===== config.mk =====
export PLATFORM = sky130hd
export DESIGN_NAME = uart_tx_byte
export DESIGN_NICKNAME = d
export VERILOG_FILES = /design/src/rtl/uart_pkg.sv /design/src/rtl/uart_baud_gen.sv /design/src/rtl/uart_tx_byte.sv
export SDC_FILE = /design/constraint.sdc
export NUM_CORES = 1
export LEC_CHECK = 0
export ABC_AREA = 1
export BUFFER_PORTS_ARGS = -buffer_cell sky130_fd_sc_hd__buf_4
export CELL_PAD_IN_SITES_DETAIL_PLACEMENT = 0
export CELL_PAD_IN_SITES_GLOBAL_PLACEMENT = 1
export CORE_MARGIN = 3
export CORE_UTILIZATION = 42
export DETAILED_ROUTE_END_ITERATION = 6
export HOLD_SLACK_MARGIN = 0.08
export PLACE_DENSITY = 0.93
export SYNTH_ARGS = -nofsm -noshare
export SYNTH_HDL_FRONTEND = slang
export SYNTH_SLANG_ARGS = --single-unit

===== constraint.sdc =====
create_clock -name clk -period 3.2 [get_ports clk]
set_input_delay 0.16 -clock clk [delete_from_list [all_inputs] [get_ports clk]]
set_output_delay 0.16 -clock clk [all_outputs]
set_load 0.02 [all_outputs]

===== src/rtl/uart_pkg.sv =====
// Shared definitions for the UART transmit path.
// Provides the FSM state encoding, the data bit count, the parity modes and
// a parity helper.
package uart_pkg;

    localparam int unsigned DATA_BITS = 8;

    typedef enum logic [2:0] {
        ST_IDLE   = 3'd0,
        ST_START  = 3'd1,
        ST_DATA   = 3'd2,
        ST_PARITY = 3'd3,
        ST_STOP   = 3'd4
    } uart_state_e;

    localparam logic PARITY_MODE_EVEN = 1'b0;
    localparam logic PARITY_MODE_ODD  = 1'b1;

    // Parity bit that makes the frame's total count of ones even (or odd).
    function automatic logic calc_parity(input logic [DATA_BITS-1:0] data,
                                         input logic                 mode);
        return (^data) ^ mode;
    endfunction

endpackage


===== src/rtl/uart_baud_gen.sv =====
// Bit-period timer for the UART transmitter.
// Ports:
//   clk, rst_n : clock and synchronous active-low reset
//   ena        : global enable; low freezes the count
//   clear      : forces the count back to zero
//   tick       : high on the last cycle of each bit period
module uart_baud_gen #(
    parameter int unsigned CLKS_PER_BIT = 16
) (
    input  logic clk,
    input  logic rst_n,
    input  logic ena,
    input  logic clear,
    output logic tick
);

    localparam int unsigned CNT_W = (CLKS_PER_BIT > 1) ? $clog2(CLKS_PER_BIT) : 1;
    localparam logic [CNT_W-1:0] LAST = CNT_W'(CLKS_PER_BIT - 1);

    logic [CNT_W-1:0] r_cnt;

    // Counts 0..CLKS_PER_BIT-1 and wraps.
    always_ff @(posedge clk) begin
        if (!rst_n) begin
            r_cnt <= '0;
        end else if (ena) begin
            if (clear || (r_cnt == LAST)) begin
                r_cnt <= '0;
            end else begin
                r_cnt <= r_cnt + CNT_W'(1);
            end
        end
    end

    assign tick = (r_cnt == LAST);

endmodule


===== src/rtl/uart_tx_byte.sv =====
// UART transmitter: accepts one byte per valid/ready handshake and sends it
// LSB first as start, 8 data, optional parity and 1 or 2 stop bits.
// Ports:
//   clk, rst_n : clock and synchronous active-low reset
//   ena        : global enable; low freezes all state and drops ready
//   data_in    : byte to send, sampled on acceptance
//   valid      : producer has a byte
//   ready      : idle and enabled (combinational)
//   tx         : serial line, idle high, registered
//   busy       : frame in progress
//   done       : one-cycle pulse when a frame completes
module uart_tx_byte
    import uart_pkg::*;
#(
    parameter int unsigned CLKS_PER_BIT = 16,
    parameter int unsigned PARITY_EN    = 0,
    parameter int unsigned PARITY_ODD   = 0,
    parameter int unsigned STOP_BITS    = 1
) (
    input  logic                 clk,
    input  logic                 rst_n,
    input  logic                 ena,
    input  logic [DATA_BITS-1:0] data_in,
    input  logic                 valid,
    output logic                 ready,
    output logic                 tx,
    output logic                 busy,
    output logic                 done
);

    localparam logic       PAR_MODE  = (PARITY_ODD != 0) ? PARITY_MODE_ODD : PARITY_MODE_EVEN;
    localparam logic [2:0] LAST_DATA = 3'(DATA_BITS - 1);
    localparam logic [2:0] LAST_STOP = 3'(STOP_BITS - 1);

    uart_state_e          r_state;
    logic [DATA_BITS-1:0] r_shift;
    logic [2:0]           r_bit_idx;
    logic                 r_parity;
    logic                 r_tx;
    logic                 r_busy;
    logic                 r_done;

    logic w_tick;
    logic w_accept;
    logic w_clear;

    assign ready    = (r_state == ST_IDLE) && ena;
    assign w_accept = valid && ready;
    // Holding the timer at zero while idle makes the first bit a full period.
    assign w_clear  = (r_state == ST_IDLE);

    uart_baud_gen #(
        .CLKS_PER_BIT (CLKS_PER_BIT)
    ) u_baud (
        .clk   (clk),
        .rst_n (rst_n),
        .ena   (ena),
        .clear (w_clear),
        .tick  (w_tick)
    );

    // Frame sequencer; every output is registered here.
    always_ff @(posedge clk) begin
        if (!rst_n) begin
            r_state   <= ST_IDLE;
            r_shift   <= '0;
            r_bit_idx <= '0;
            r_parity  <= 1'b0;
            r_tx      <= 1'b1;
            r_busy    <= 1'b0;
            r_done    <= 1'b0;
        end else if (ena) begin
            r_done <= 1'b0;
            case (r_state)
                ST_IDLE: begin
                    if (w_accept) begin
                        r_shift   <= data_in;
                        r_parity  <= calc_parity(data_in, PAR_MODE);
                        r_bit_idx <= '0;
                        r_tx      <= 1'b0;
                        r_busy    <= 1'b1;
                        r_state   <= ST_START;
                    end
                end
                ST_START: begin
                    if (w_tick) begin
                        r_tx      <= r_shift[0];
                        r_shift   <= r_shift >> 1;
                        r_bit_idx <= '0;
                        r_state   <= ST_DATA;
                    end
                end
                ST_DATA: begin
                    if (w_tick) begin
                        if (r_bit_idx == LAST_DATA) begin
                            r_bit_idx <= '0;
                            if (PARITY_EN != 0) begin
                                r_tx    <= r_parity;
                                r_state <= ST_PARITY;
                            end else begin
                                r_tx    <= 1'b1;
                                r_state <= ST_STOP;
                            end
                        end else begin
                            r_tx      <= r_shift[0];
                            r_shift   <= r_shift >> 1;
                            r_bit_idx <= r_bit_idx + 3'd1;
                        end
                    end
                end
                ST_PARITY: begin
                    if (w_tick) begin
                        r_tx      <= 1'b1;
                        r_bit_idx <= '0;
                        r_state   <= ST_STOP;
                    end
                end
                ST_STOP: begin
                    // r_bit_idx counts stop bits here.
                    if (w_tick) begin
                        if (r_bit_idx == LAST_STOP) begin
                            r_bit_idx <= '0;
                            r_busy    <= 1'b0;
                            r_done    <= 1'b1;
                            r_state   <= ST_IDLE;
                        end else begin
                            r_bit_idx <= r_bit_idx + 3'd1;
                        end
                    end
                end
                default: begin
                    r_tx    <= 1'b1;
                    r_busy  <= 1'b0;
                    r_state <= ST_IDLE;
                end
            endcase
        end
    end

    assign tx   = r_tx;
    assign busy = r_busy;
    assign done = r_done;

endmodule


==> flow_summary_export.csv, run 1 <==
group,metric,value,unit
outcome,outcome,"complete, no violations",
floorplan,core,0.00261,mm²
clocking,numClockSinks,21,
route,drt_iter0_markers,44,
synth,syn_avg_cell_area,6.60,µm²
sta,timing.setup.tns,0,ps
synth,synth_seq_area_share,34.8,%
final_layout,drive_above_1_share,20.2,%
clocking,clkTransAtPathRegs,120,ps
clocking,clock_latency,300,ps
power,power.internal,0.000611,W
route,drt_wl_total,2420,µm
floorplan,pin_count,16,
critical_path,cp.arrival,1420,ps
critical_path,required,3040,ps
route,drtPass1Iterations,4,
sta,grt_setup_unrepaired,"false",
synth,yosys_warnings,0,
synth,synth_top_area_share,34.8,%
synth,synthCells,183,
synth,yosys.area.top_type,"dfxtp_1",
critical_path,crit_chain,"nor2_2 -> nand2_1 -> nor2_1 -> buf_4",
critical_path,slowest_stage,"dfxtp_1",
sta,slew_viol_final,0,
power,combPwrFrac,57.1,%
final_layout,antennaDiodeCount,0,
critical_path,cp_num_buf_inv,1,
floorplan,rows,18,
grt,grtUsageTotal,15.5,%
synth,netlist_area,0.00121,mm²
power,ir_worst_vdd,0.484,mV
critical_path,worstPathMaxFanout,4,
clocking,clockBufferDepth,2,
synth,yosys-top-cells-area,"dfxtp_1, nand2_1, nor2_1, inv_1, ha_1",
critical_path,crit_type,"register to output pin",
power,clockPowerShare,10.8,%
power,p_switching,0.000590,W
route,viasPerCell,4.88,
sta,worstMarginPinSlew,279,ps
clocking,post_cts_resize_count,0,
power,swShare,49.1,%
clocking,cts_tree,"done",
placement,io_buffers,15,
final_layout,nNetsFinal,215,
sta,finalCritPeriodShare,49.2,%
grt,grt_pass1_wl,4220,µm
floorplan,start_util,46.3,%
clocking,numCtsBuffers,3,
critical_path,critPathLaunchType,"register",
clocking,postCtsSetupBuffers,0,
floorplan,dieWidth,59.6,µm
placement,dp_hpwl,1910,µm
floorplan,die_h,59.6,µm
final_layout,layout_commonest_cell,"nand2_1",
synth,synth_seq_cells,21,
synth,synth_nets,199,
clocking,holdBufCountCts,0,
power,p_total,0.00120,W
grt,grt_start_max_net_pins,16,
sta,layout_min_cycle_time,1580,ps
sta,max_freq,635,MHz
route,drc,0,
critical_path,cp_top_family,"simple AND/OR/NAND/NOR gates",
sta,slew_headroom,81.4,%
clocking,clock-root-buffer,"clkbuf_4",
route,vias,1112,
sta,hold_viol,0,
critical_path,r2r_slack,1670,ps
route,post_drt_wl_per_cell,10.6,µm
synth,ys_types,22,
critical_path,slowest_delay,370,ps
power,leakagePower,0.697,nW
power,seq_power_share,32.1,%
sta,fin_worst_skew,2.34,ps
grt,antenna_found_initial,0,
final_layout,most-common-layout-cells,"nand2_1, nor2_1, dfxtp_1, inv_1, buf_4",
critical_path,cp-end-kind,"output pin",
grt,grt.overflow.total,0,
clocking,htreeDepth,1,
sta,finalSetupViolCount,0,
final_layout,synthToLayoutAreaGrowth,11.9,%
job,cap_violations,0,
power,power_density,888,mW/mm²
min_path,hold_class,"input pin to register",
floorplan,dieArea,0.00356,mm²
placement,gp_congestion,0.821,
route,ant_nets,0,
grt,grt_pass1_vias,1039,
## per-stage QoR
stage               hold WS, ps  instance area, µm²  worst slack (ps)  instances  utilization (%)
global route                109                1350              1440        228             51.8
CTS                         101                1350              1610        228             51.8
finish                      114                1350              1620        228             51.8
global placement            424                1330              1710        224             50.8
floorplan                   286                1210              1730        183                -
detailed placement          437                1330              1670        224             50.8
## path summary, 6_finish.rpt
path | from | end | cells after the start
max | r_state[0]$_SDFFE_PN0P_ | ready | 4
min | ena | u_baud.r_cnt[3]$_SDFFE_PN0P_ | 2
max reg2reg | r_bit_idx[0]$_SDFFE_PN0P_ | r_shift[3]$_SDFFE_PN0P_ | 9
min reg2reg | r_shift[7]$_SDFFE_PN0P_ | r_shift[7]$_SDFFE_PN0P_ | 2
## power by group through the flow
stage / clock [W] / combinational, W / sequential [W]
4_1_cts: 0.000133 / 0.000693 / 0.000386
3_5_place_dp: 0 / 0.000690 / 0.000392
3_3_place_gp: 0 / 0.000675 / 0.000389
5_1_grt: 0.000151 / 0.000796 / 0.000396
6_report: 0.000129 / 0.000686 / 0.000386
2_1_floorplan: 0 / 0.000581 / 0.000392
## cell type report
| class | instances | area, µm² |
|---|---|---|
| clock buffer | 4 | 26.3 |
| fill | 265 | 1260 |
| inverter | 22 | 82.6 |
| multi-input combinational | 136 | 673 |
| sequential | 21 | 420 |
| tap | 30 | 37.5 |
| timing repair buffer | 15 | 113 |
## metal layers
metal  routed length [µm]  global-route usage, %  part of all wire (%)
met2                 1220                   27.2                    50
met4                   19                   4.75                  0.78
met5                    0                      0                     0
met3                   75                   3.27                   3.1
met1                 1110                   18.8                    46
## synthesized netlist by cell type
cell / number
nand3_2: 1
nor2_2: 4
nand3_1: 10
inv_2: 4
inv_1: 18
a21oi_1: 9
dfxtp_1: 21
o21ai_1: 2
o21ai_2: 4
nor2_1: 31
buf_2: 2
and3_1: 1
nand2_1: 52
buf_6: 2
nand2_4: 3
o21bai_2: 1
ha_1: 4
nand2_2: 3
o21ai_0: 8
a21oi_2: 1
nor2_4: 1
nor4_1: 1
## registers in the layout, summed over array words and instances, names as in the netlist
| register | flops |
|---|---|
| r_shift | 8 |
| u_baud.r_cnt | 4 |
| r_bit_idx | 3 |
| r_state | 3 |
| busy | 1 |
| done | 1 |
| tx | 1 |
## kinds of logic (layout without fill, tap and decap cells)
group	Yosys count	after routing	share of synthesized area (%)
flops	21	21	34.8
fa+ha+maj	4	4	4.14
compound gates	25	25	12.4
buf+inv	26	41	9.52
simple gates	107	107	39.1
Note: power is estimated with default switching activity, not from simulation.
==> inputs of run 2 (changes only) <==
Settings changed: ABC_AREA 1 to 0, PLACE_DENSITY 0.93 to 0.89.
Clock period 3.2 ns to 1.6 ns, I/O delays scaled along.
==> run 2 against run 1 <==
Compared with the run above:
- clock power rose by 110%
- non-clock buffer count rose by 30
- sequential power rose by 50%
==> flow_summary_export.csv, run 2 <==
group,metric,value,unit
final_layout,antennaDiodeCount,0,
clocking,clock_latency,310,ps
route,drt_wl_total,3270,µm
route,vias,1279,
grt,grt.overflow.total,0,
clocking,cts_tree,"done",
sta,worstMarginPinSlew,537,ps
synth,synth_nets,162,
sta,timing.hold.ws,472,ps
critical_path,crit_type,"register to register",
min_path,hold_class,"register to register",
floorplan,pin_count,16,
critical_path,critPathLaunchType,"register",
synth,yosys-top-cells-area,"dfxtp_1, nand3_1, o21ai_0, a311oi_1, a21oi_1",
sta,layout_min_cycle_time,1570,ps
clocking,clkTransAtPathRegs,120,ps
power,combPwrFrac,28.0,%
route,drtPass1Iterations,4,
final_layout,most-common-layout-cells,"buf_4, dfxtp_1, nand3_1, o21ai_0, a21oi_1",
floorplan,rows,18,
synth,async_flop_share,0,%
synth,synthCells,146,
power,clockPowerShare,22.6,%
route,drt_iter0_markers,78,
synth,synth_edf_count,0,
final_layout,layout_commonest_cell,"buf_4",
power,swShare,30.5,%
synth,yosys-top-cells-count,"dfxtp_1, nand3_1, o21ai_0",
synth,synth_top_area_share,34.7,%
grt,antenna_found_initial,0,
placement,gp_congestion,0.847,
floorplan,dieWidth,59.7,µm
final_layout,synthToLayoutAreaGrowth,41.3,%
critical_path,required,1850,ps
sta,finalSetupViolCount,0,
final_layout,drive_above_1_share,33.7,%
sta,slew_viol_final,0,
power,p_switching,0.000358,W
route,viasPerCell,5.89,
route,drc,0,
final_layout,nNetsFinal,204,
synth,yosys.area.top_type,"dfxtp_1",
grt,grt_pass1_wl,5500,µm
power,ir_worst_vdd,0.482,mV
final_layout,reg_top3,"r_shift (8), u_baud.r_cnt (4)",
synth,yosys_warnings,0,
power,power.internal,0.000815,W
synth,synth_seq_area_share,34.7,%
grt,grtUsageTotal,19.8,%
placement,dp_hpwl,2180,µm
sta,hold_viol,0,
sta,timing.setup.tns,0,ps
critical_path,cp.arrival,1820,ps
route,ant_nets,0,
final_layout,largest_register_ffs,8,
power,seq_power_share,49.4,%
synth,synth.most_common_cell,"dfxtp_1",
final_layout,regMostFlops,"r_shift",
sta,finalCritPeriodShare,98.2,%
synth,synth_flop_cell,"dfxtp_1",
floorplan,start_util,46.4,%
route,post_drt_wl_per_cell,15.0,µm
synth,syn_avg_cell_area,8.30,µm²
synth,synth_seq_cells,21,
placement,io_buffers,15,
sta,slew_headroom,64.2,%
sta,grt_setup_unrepaired,"true",
final_layout,fillers,223,
grt,grt_pass1_vias,1238,
clocking,htreeDepth,1,
critical_path,worstPathMaxFanout,5,
clocking,clockBufferDepth,2,
synth,ys_types,41,
clocking,clock-root-buffer,"clkbuf_4",
final_layout,fin_util,65.6,%
sta,max_freq,637,MHz
critical_path,cp-end-kind,"register",
power,p_total,0.00117,W
floorplan,die_h,59.7,µm
synth,netlist_area,0.00121,mm²
outcome,outcome,"complete, no violations",
floorplan,core,0.00261,mm²
power,power_density,685,mW/mm²
power,leakagePower,0.640,nW
job,cap_violations,0,
sta,fin_worst_skew,4.47,ps
grt,grt_start_max_net_pins,19,
clocking,numClockSinks,21,
floorplan,dieArea,0.00357,mm²
clocking,numCtsBuffers,3,
-- run 2: cell count changes after synthesis, sizes merged, moves of 4 or more --
cell	previous run	this run
a311oi	0	7
nand4	0	5
nand2	58	9
clkbuf	0	4
inv	22	5
nor2	36	5
mux2i	0	5
-- run 2: layout make-up --
cell class / count / area, µm² / area share, %
Multi-Input combinational cell: 111 / 828 / 48.4
Sequential cell: 21 / 432 / 25.2
Timing Repair Buffer: 45 / 365 / 21.3
Tap cell: 30 / 37.5 / 2.19
Clock buffer: 3 / 22.5 / 1.31
Inverter: 6 / 22.5 / 1.31
Clock inverter: 1 / 5.00 / 0.292
-- run 2: logic make-up after synthesis --
kind of cell | Yosys count | share of synthesized area [%]
and+or+nand+nor | 52 | 24.0
AOI/OAI and AO/OA | 48 | 25.3
DFF | 21 | 34.7
buffers and inverters | 14 | 5.67
muxes | 5 | 4.13
adders and majority gates | 4 | 4.13
xor gates and xnor gates | 2 | 2.06
-- run 2: worst paths after layout --
kind / start / slack [ps] / depth (start not counted) / end
max: r_state[2]$_SDFFE_PN0P_ / 30 / 5 / r_state[1]$_SDFFE_PN0P_
min: done$_SDFFE_PN0P_ / 470 / 2 / done$_SDFFE_PN0P_
max reg2reg: r_state[2]$_SDFFE_PN0P_ / 30 / 5 / r_state[1]$_SDFFE_PN0P_
min reg2reg: done$_SDFFE_PN0P_ / 470 / 2 / done$_SDFFE_PN0P_
-- run 2: power by group through the flow --
stage	sequential, W	combinational, W	clock [W]
2_1_floorplan	0.000587	0.000172	0
3_3_place_gp	0.000589	0.000275	0
3_5_place_dp	0.000590	0.000282	0
4_1_cts	0.000578	0.000307	0.000274
5_1_grt	0.000583	0.000360	0.000292
6_report	0.000579	0.000328	0.000266
-- run 2: repair_timing --
item / CTS / global route
endpoints found under the setup margin: 11 / 16
hold buffers: 11 / 0
pin swaps: 0 / 4
resized for setup: 5 / 22
buffers inserted: 0 / 2
endpoints found under the hold margin: 11 / 0
-- run 2: through the flow --
stage               setup slack, ps  instance area [µm²]  std cells
finish                         29.1                 1710        217
global route                  -42.3                 1710        217
CTS                            2.31                 1610        216
detailed placement            -71.6                 1450        201
global placement               7.20                 1450        201
floorplan                      46.1                 1210        146
-- run 2: routing by layer --
metal,share of wire [%],track usage [%]
met1,49,26.4
met2,47,31.2
met4,1.3,8.54
met3,3.0,3.46
met5,0,0
-- run 2: worst max-delay path: stages, from the launching register on --
cell     delay, ps
dfxtp_2        360
or3_4          380
a311o_1        290
a21oi_2        180
buf_4          140
mux2i_1        160
==> inputs of run 3 (changes only) <==
Settings changed: GPL_TIMING_DRIVEN set to 0.
==> run 3 against run 2 <==
Compared with the run above:
- worst setup slack better by 7.4 ps
- cell area shrank 5.8%
- register-to-register slack about the same
- critical endpoint unchanged
- via count about the same
- flip-flop and latch count did not move
- core utilization shrank 3.8 points
- fmax increased by 0.48%
==> flow_summary_export.csv, run 3 (synthesized netlist as in run 2, its figures left out) <==
group,metric,value,unit
job,cap_violations,0,
final_layout,layout_commonest_cell,"buf_4",
final_layout,antennaDiodeCount,0,
clocking,numCtsBuffers,3,
route,drt_iter0_markers,61,
grt,antenna_found_initial,0,
sta,finalCritPeriodShare,97.7,%
placement,io_buffers,15,
floorplan,pin_count,16,
critical_path,critPathLaunchType,"register",
clocking,clockBufferDepth,2,
grt,grt_start_max_net_pins,13,
critical_path,worstPathMaxFanout,8,
power,leakagePower,0.586,nW
sta,layout_min_cycle_time,1560,ps
route,post_drt_wl_per_cell,15.9,µm
clocking,numClockSinks,21,
critical_path,slowest_delay,390,ps
sta,hold_viol,0,
clocking,cts_tree,"done",
route,highest_layer,"met4",
clocking,clkTransAtPathRegs,130,ps
sta,fin_worst_skew,10.2,ps
final_layout,regMostFlops,"r_shift",
floorplan,rows,18,
final_layout,drive_above_1_share,30.7,%
sta,grt_setup_unrepaired,"true",
critical_path,crit_chain,"or3_4 -> a311o_1 -> a21oi_2 -> mux2i_1",
route,ant_nets,0,
final_layout,largest_register_ffs,8,
critical_path,cp_top_family,"compound AO/OA/AOI/OAI gates",
final_layout,reg_top3,"r_shift (8), u_baud.r_cnt (4)",
floorplan,start_util,46.4,%
floorplan,die_h,59.7,µm
floorplan,dieWidth,59.7,µm
placement,gp_congestion,0.838,
critical_path,slowest_stage,"dfxtp_4",
sta,slew_viol_final,0,
power,power_density,710,mW/mm²
critical_path,crit_type,"register to register",
power,ir_worst_vdd,0.520,mV
clocking,clock-root-buffer,"clkbuf_4",
route,wl_met3,126,µm
grt,grt_pass1_wl,5200,µm
sta,finalSetupViolCount,0,
clocking,htreeDepth,1,
floorplan,core,0.00261,mm²
route,viasPerCell,6.11,
placement,dp_hpwl,2170,µm
critical_path,cp_num_buf_inv,0,
route,drc,0,
final_layout,nNetsFinal,196,
route,drtPass1Iterations,4,
route,routed-wl-met2,1660,µm
sta,timing.setup.tns,0,ps
critical_path,cp.arrival,1800,ps
route,drt_wl_total,3320,µm
outcome,outcome,"complete, no violations",
clocking,clock_latency,310,ps
grt,grt_pass1_vias,1170,
sta,timing.hold.ws,191,ps
sta,slew_headroom,64.6,%
critical_path,required,1830,ps
route,vias,1278,
final_layout,most-common-layout-cells,"buf_4, dfxtp_1, o21ai_0, nand3_1, a21oi_1",
sta,max_freq,640,MHz
grt,grtUsageTotal,18.8,%
floorplan,dieArea,0.00357,mm²
sta,worstMarginPinSlew,526,ps
grt,grt.overflow.total,0,
route,wl_met1,1470,µm
min_path,hold_class,"input pin to register",
critical_path,cp-end-kind,"register",
final_layout,synthToLayoutAreaGrowth,33.0,%
==> run 3: cell count changes in the layout (fill, tap and decap cells not counted), sizes merged <==
cell,before,now
buf,34,23
clkbuf,3,7
dlygate4sd3,11,10
==> run 3: metrics by stage <==
step	instance area [µm²]	utilization, %	std cells	setup WS, ps	total power [W]
after global placement	1360	52.2	191	-225	0.000832
after CTS	1520	58.2	205	3.33	0.00112
final	1610	61.7	209	36.5	0.00114
after floorplan	1210	-	146	46.1	0.000760
after detailed placement	1360	52.2	191	-235	0.000838
after global routing	1610	61.7	209	-71.4	0.00121
==> run 3: worst paths after layout <==
path | startpoint | endpoint | slack, ps | cells past startpoint
hold / removal | rst_n | r_shift[5]$_SDFFE_PN0P_ | 190 | 3
setup reg to reg | r_state[1]$_SDFFE_PN0P_ | r_state[1]$_SDFFE_PN0P_ | 40 | 4
setup / recovery | r_state[1]$_SDFFE_PN0P_ | r_state[1]$_SDFFE_PN0P_ | 40 | 4
hold reg to reg | done$_SDFFE_PN0P_ | done$_SDFFE_PN0P_ | 470 | 2
==> run 3: worst min-delay path, delay by kind of cell <==
kind	cells	cell delay (ps)
buffers and inverters	2	310
AO/OA/AOI/OAI	1	80
==> run 3: what timing repair did <==
action,4_1_cts,5_1_grt
endpoints found under the setup margin,10,17
hold buffers,9,1
gates resized for setup,9,22
buffers inserted,1,4
pin swaps,6,7
hold endpoints to repair,8,1
==> run 3: layer usage <==
metal  track usage [%]  up-vias
li1                  -      621
met3              1.94        7
met5                 0        -
met1              25.7      620
met2              31.2       30
met4              5.70        0
==> run 3: layout make-up <==
| type | count | area (µm²) |
|---|---|---|
| flip-flops and latches | 21 | 432 |
| multi-input cells | 111 | 802 |
| repair buffers | 30 | 250 |
| clock buffers | 3 | 22.5 |
| well taps | 30 | 37.5 |
| clock inverters | 1 | 5.00 |
| plain buffers | 7 | 41.3 |
| fillers | 233 | 1000 |
| inverters | 6 | 22.5 |
==> run 3: where the power goes <==
part           switching, W  total, W  internal, W  leakage (nW)
clock network      0.000169  0.000263    0.0000934        0.0177
logic              0.000161  0.000304     0.000143         0.394
registers         0.0000238  0.000578     0.000554         0.174
total              0.000354   0.00114     0.000791         0.586
